==> src/rtl/aes_key_sched.sv <==
// AES-128 key-expansion controller. One SubWord (four S-boxes) is time-shared
// to produce one expanded 32-bit word per clock. Each 128-bit round key is
// offered to the round datapath over a valid/ready handshake.
module aes_key_sched #(
  parameter int BYTE     = 8,
  parameter int WORD     = 32,
  parameter int SENTENCE = 128,
  parameter int ROUNDS   = 10
) (
  input  logic                clk,
  input  logic                rst_n,
  input  logic                start,
  input  logic [SENTENCE-1:0] key_in,
  output logic                busy,
  output logic                rk_valid,
  input  logic                rk_ready,
  output logic [SENTENCE-1:0] round_key,
  output logic [3:0]          round_idx,
  output logic                done
);

  typedef enum logic [1:0] {
    IDLE,
    OUT,
    EXPAND
  } state_t;

  state_t              state;
  logic [SENTENCE-1:0] win;      // word window {w_oldest .. w_newest}
  logic [1:0]          k;        // word counter inside EXPAND
  logic [BYTE-1:0]     rcon;

  logic [WORD-1:0]     w_newest;
  logic [WORD-1:0]     w_oldest;
  logic [WORD-1:0]     rot_word;
  logic [WORD-1:0]     sub_word;
  logic [WORD-1:0]     temp;
  logic [WORD-1:0]     new_word;

  // GF(2^8) multiply modulo x^8+x^4+x^3+x+1
  function automatic logic [BYTE-1:0] gmul(input logic [BYTE-1:0] a,
                                           input logic [BYTE-1:0] b);
    logic [BYTE-1:0] p;
    logic [BYTE-1:0] aa;
    logic [BYTE-1:0] bb;
    p  = '0;
    aa = a;
    bb = b;
    for (int unsigned i = 0; i < 8; i++) begin
      if (bb[0]) p = p ^ aa;
      aa = {aa[6:0], 1'b0} ^ (aa[7] ? 8'h1b : 8'h00);
      bb = {1'b0, bb[7:1]};
    end
    return p;
  endfunction

  // S-box computed as multiplicative inverse (x^254, 0 -> 0) plus affine map
  function automatic logic [BYTE-1:0] sbox(input logic [BYTE-1:0] x);
    logic [BYTE-1:0] sq;
    logic [BYTE-1:0] inv;
    sq  = x;
    inv = 8'h01;
    for (int unsigned i = 1; i < 8; i++) begin
      sq  = gmul(sq, sq);
      inv = gmul(inv, sq);
    end
    return inv
         ^ {inv[6:0], inv[7]}
         ^ {inv[5:0], inv[7:6]}
         ^ {inv[4:0], inv[7:5]}
         ^ {inv[3:0], inv[7:4]}
         ^ 8'h63;
  endfunction

  function automatic logic [WORD-1:0] subword(input logic [WORD-1:0] t);
    logic [WORD-1:0] r;
    r = '0;
    for (int unsigned i = 0; i < 4; i++) begin
      r[i*BYTE +: BYTE] = sbox(t[i*BYTE +: BYTE]);
    end
    return r;
  endfunction

  function automatic logic [BYTE-1:0] xtime(input logic [BYTE-1:0] r);
    return {r[6:0], 1'b0} ^ (r[7] ? 8'h1b : 8'h00);
  endfunction

  // Next expansion word; the single SubWord result only matters when k == 0
  always_comb begin
    w_newest = win[WORD-1:0];
    w_oldest = win[SENTENCE-1 -: WORD];
    rot_word = {w_newest[WORD-BYTE-1:0], w_newest[WORD-1 -: BYTE]};
    sub_word = subword(rot_word);
    temp     = (k == 2'd0) ? (sub_word ^ {rcon, {(WORD-BYTE){1'b0}}}) : w_newest;
    new_word = w_oldest ^ temp;
  end

  // Control FSM, word window and registered handshake outputs
  always_ff @(posedge clk or negedge rst_n) begin
    if (!rst_n) begin
      state     <= IDLE;
      win       <= '0;
      round_idx <= '0;
      k         <= '0;
      rcon      <= 8'h01;
      busy      <= 1'b0;
      rk_valid  <= 1'b0;
      done      <= 1'b0;
    end else begin
      done <= 1'b0;
      case (state)
        IDLE: begin
          if (start) begin
            win       <= key_in;
            round_idx <= '0;
            rcon      <= 8'h01;
            k         <= '0;
            busy      <= 1'b1;
            rk_valid  <= 1'b1;
            state     <= OUT;
          end
        end
        OUT: begin
          if (rk_ready) begin
            rk_valid <= 1'b0;
            k        <= '0;
            if (round_idx == 4'(ROUNDS)) begin
              busy  <= 1'b0;
              done  <= 1'b1;
              state <= IDLE;
            end else begin
              state <= EXPAND;
            end
          end
        end
        EXPAND: begin
          win <= {win[SENTENCE-WORD-1:0], new_word};
          k   <= k + 2'd1;
          if (k == 2'd3) begin
            round_idx <= round_idx + 4'd1;
            rcon      <= xtime(rcon);
            rk_valid  <= 1'b1;
            state     <= OUT;
          end
        end
        default: state <= IDLE;
      endcase
    end
  end

  assign round_key = win;

endmodule

==> config.mk <==
export PLATFORM = sky130hd
export DESIGN_NAME = aes_key_sched
export DESIGN_NICKNAME = d
export VERILOG_FILES = /design/src/rtl/aes_key_sched.sv
export SDC_FILE = /design/constraint.sdc
export NUM_CORES = 2
export LEC_CHECK = 0
export CAP_MARGIN = 0
export CORE_MARGIN = 2
export CORE_UTILIZATION = 65
export DETAILED_ROUTE_END_ITERATION = 12
export GPL_TIMING_DRIVEN = 1
export PLACE_DENSITY_LB_ADDON = 0.2
export SLEW_MARGIN = 20
export SYNTH_ARGS = -nofsm -noshare
export SYNTH_HDL_FRONTEND = slang
export SYNTH_SLANG_ARGS = --single-unit
export TNS_END_PERCENT = 50
==> constraint.sdc <==
create_clock -name clk -period 18.1 [get_ports clk]
set_clock_uncertainty 0.2 [all_clocks]
set_input_delay 2.715 -clock clk [delete_from_list [all_inputs] [get_ports clk]]
set_output_delay 2.715 -clock clk [all_outputs]
set_load 0.01 [all_outputs]
==> results.json <==
{
  "status": "finished clean",
  "ys_seq_area_share_pct": 6.12,
  "cp_top_family": "XOR/XNOR gates",
  "track_usage_pct": 38.7,
  "cts_tree": "built",
  "timing.final.crit_share_pct": 94.9,
  "synth_common_cells": "xnor2_1, nor2_1, nand2_1",
  "synthFlopType": "dfrtp_1",
  "pin_count": 267,
  "vias": 59600,
  "grt-busiest-layer": "met2",
  "hold_ws_ns": 0.285,
  "grtUsageMet3_pct": 6.76,
  "start_util_pct": 65.6,
  "yosys_warnings": 0,
  "min_period_ns": 17.19,
  "multi_input_area_um2": 54200,
  "synth_top_area_share_pct": 24.8,
  "r2r_setup_slack_ns": 0.91,
  "path_clk_slew_ns": 0.07,
  "nFillCells": 7668,
  "cts_hold_buf": 0,
  "grt_pass1_wl_mm": 301,
  "drive_above_1_share_pct": 7.71,
  "ant_nets": 0,
  "met2_usage_pct": 59.5,
  "wl_mm": 192,
  "dieWidth_um": 308,
  "numClockSinks": 147,
  "yosysTopAreaCell": "xnor2_1",
  "clkLatencyLatePin_ns": 0.47,
  "finalSetupViolCount": 0,
  "max_freq_mhz": 58.2,
  "critPathMaxFanout": 20,
  "final_nets": 8369,
  "clk_path_buf_depth": 2,
  "cts_buffers": 17,
  "detail_route.iter0.violations": 7546,
  "cts-root-buf": "clkbuf_16",
  "cp_slowest_cell": "xnor3_1",
  "cp-start-kind": "flop",
  "max_stage_delay_ns": 0.63,
  "firstDrtPassIters": 8,
  "drcViolationCount": 0,
  "crit_type": "reg2reg",
  "hold_viol_final": 0,
  "slew_viol_final": 0,
  "hpwl_mm": 143,
  "synth.most_common_cell": "xnor2_1",
  "dp_cells": 9377,
  "required_ns": 18.23,
  "synth-seq-cells": 147,
  "die_h_um": 308,
  "stdcell_count": 9416,
  "synth_area_um2": 60100,
  "syn2layout_area_growth_pct": 8.55,
  "use_met1_pct": 54.6,
  "drt-wirelength-per-cell_um": 20.4,
  "synth_area_per_cell_um2": 7.35,
  "rows": 111,
  "crit_arrival_ns": 17.31,
  "min_path_type": "reg2reg",
  "first_global_vias": 54200,
  "grt.overflow.total": 0,
  "path_common_cell": "xnor2_1",
  "grt_max_degree": 216,
  "tightest_slew_ns": 1.27,
  "path_buf_inv": 2,
  "cap_violations": 0,
  "grt_antenna_before_repair": 6,
  "synth_edf_count": 0,
  "regArea_um2": 3680,
  "routabilityCongestion": 0.992,
  "async_flop_share_pct": 100,
  "io_buffers": 266,
  "worstSetupEndpointType": "flop",
  "vias_per_cell": 6.33,
  "synth_cell_type_count": 121,
  "synth.net_count": 8335,
  "cts_max_level": 4,
  "synthCells": 8180,
  "synthTopCellsByArea": "xnor2_1, xnor3_1, nor2_1",
  "fp.dieArea_um2": 95000,
  "slew_headroom_pct": 15.3,
  "coreArea_um2": 91700
}
==> layout make-up <==
cell class | count | area share, %
clock buffer | 18 | 0.657
antenna | 3 | 0.0115
multi-input combinational | 7384 | 83.1
tap | 1186 | 2.27
clock inverter | 14 | 0.219
timing repair buffer | 569 | 7.58
sequential | 147 | 5.64
inverter | 95 | 0.546
==> cell usage in the layout (no fill, tap or decap), types with 200 or more instances in the layout <==
cell type	Yosys	final
xnor2_1	1701	1652
nor2_1	1300	1296
nand2_1	931	930
xor2_1	450	442
a21oi_1	402	402
o21ai_0	372	372
buf_4	37	302
xnor3_1	291	288
clkdlybuf4s50_1	0	265
nor3_1	201	200
==> worst register-to-register path: cells and delay by family, from the launching register on <==
kind	cells	cell delay [ns]
and+or+nand+nor	14	4.04
xor gates and xnor gates	17	5.96
adders and majority gates	2	1.03
muxes	4	1.54
buffers and inverters	2	0.46
DFF	1	0.49
AOI/OAI and AO/OA	13	3.35
==> metrics by stage <==
step | instance area (um^2) | util, % | setup slack (ns) | setup TNS, ns
6_report | 65300 | 71.2 | 0.914 | 0
5_1_grt | 65300 | 71.2 | -0.0448 | -0.101
4_1_cts | 65000 | 71.0 | 0.313 | 0
3_5_place_dp | 64500 | 70.3 | 0.384 | 0
3_3_place_gp | 64500 | 70.3 | 0.781 | 0
2_1_floorplan | 60100 | - | 2.81 | 0
==> registers in the layout, summed over array words and instances, names as in the netlist <==
name,flops
round_key,128
rcon,8
round_idx,4
k,2
state,2
busy,1
done,1
rk_valid,1
==> final timing paths <==
check,start,to,depth (start not counted)
worst min register to register,rcon[0]$_DFFE_PN1P_,rcon[0]$_DFFE_PN1P_,2
worst max-delay path,round_key[16]$_DFFE_PN0P_,round_key[26]$_DFFE_PN0P_,52
worst min-delay path,rcon[0]$_DFFE_PN1P_,rcon[0]$_DFFE_PN1P_,2
worst max register to register,round_key[16]$_DFFE_PN0P_,round_key[26]$_DFFE_PN0P_,52
max in group asynchronous,rst_n,round_key[120]$_DFFE_PN0P_,2
min in group asynchronous,rst_n,round_key[64]$_DFFE_PN0P_,1
==> cell families (layout without fill, tap and decap cells) <==
family | Yosys count | count (layout) | synth area share (%)
buffers and inverters | 649 | 696 | 4.60
muxes | 183 | 183 | 3.15
AOI/OAI and AO/OA | 1607 | 1607 | 17.1
adders and majority gates | 27 | 27 | 0.545
xor gates and xnor gates | 2603 | 2603 | 47.5
other | 0 | 3 | 0
and+or+nand+nor | 2964 | 2964 | 21.0
DFF | 147 | 147 | 6.12
==> routing by layer <==
metal / wire length, um / up-vias
met3: 20000 / 454
met2: 83800 / 3302
li1: - / 27900
met5: 16 / -
met1: 81000 / 27900
met4: 6790 / 2
==> timing repair <==
action	4_1_cts	5_1_grt
setup buffers	0	4
resized for setup	0	29
setup endpoints to repair	0	24
Power is not shown: default switching activity piles up to over one toggle a cycle in this logic, so the estimate is an artifact.
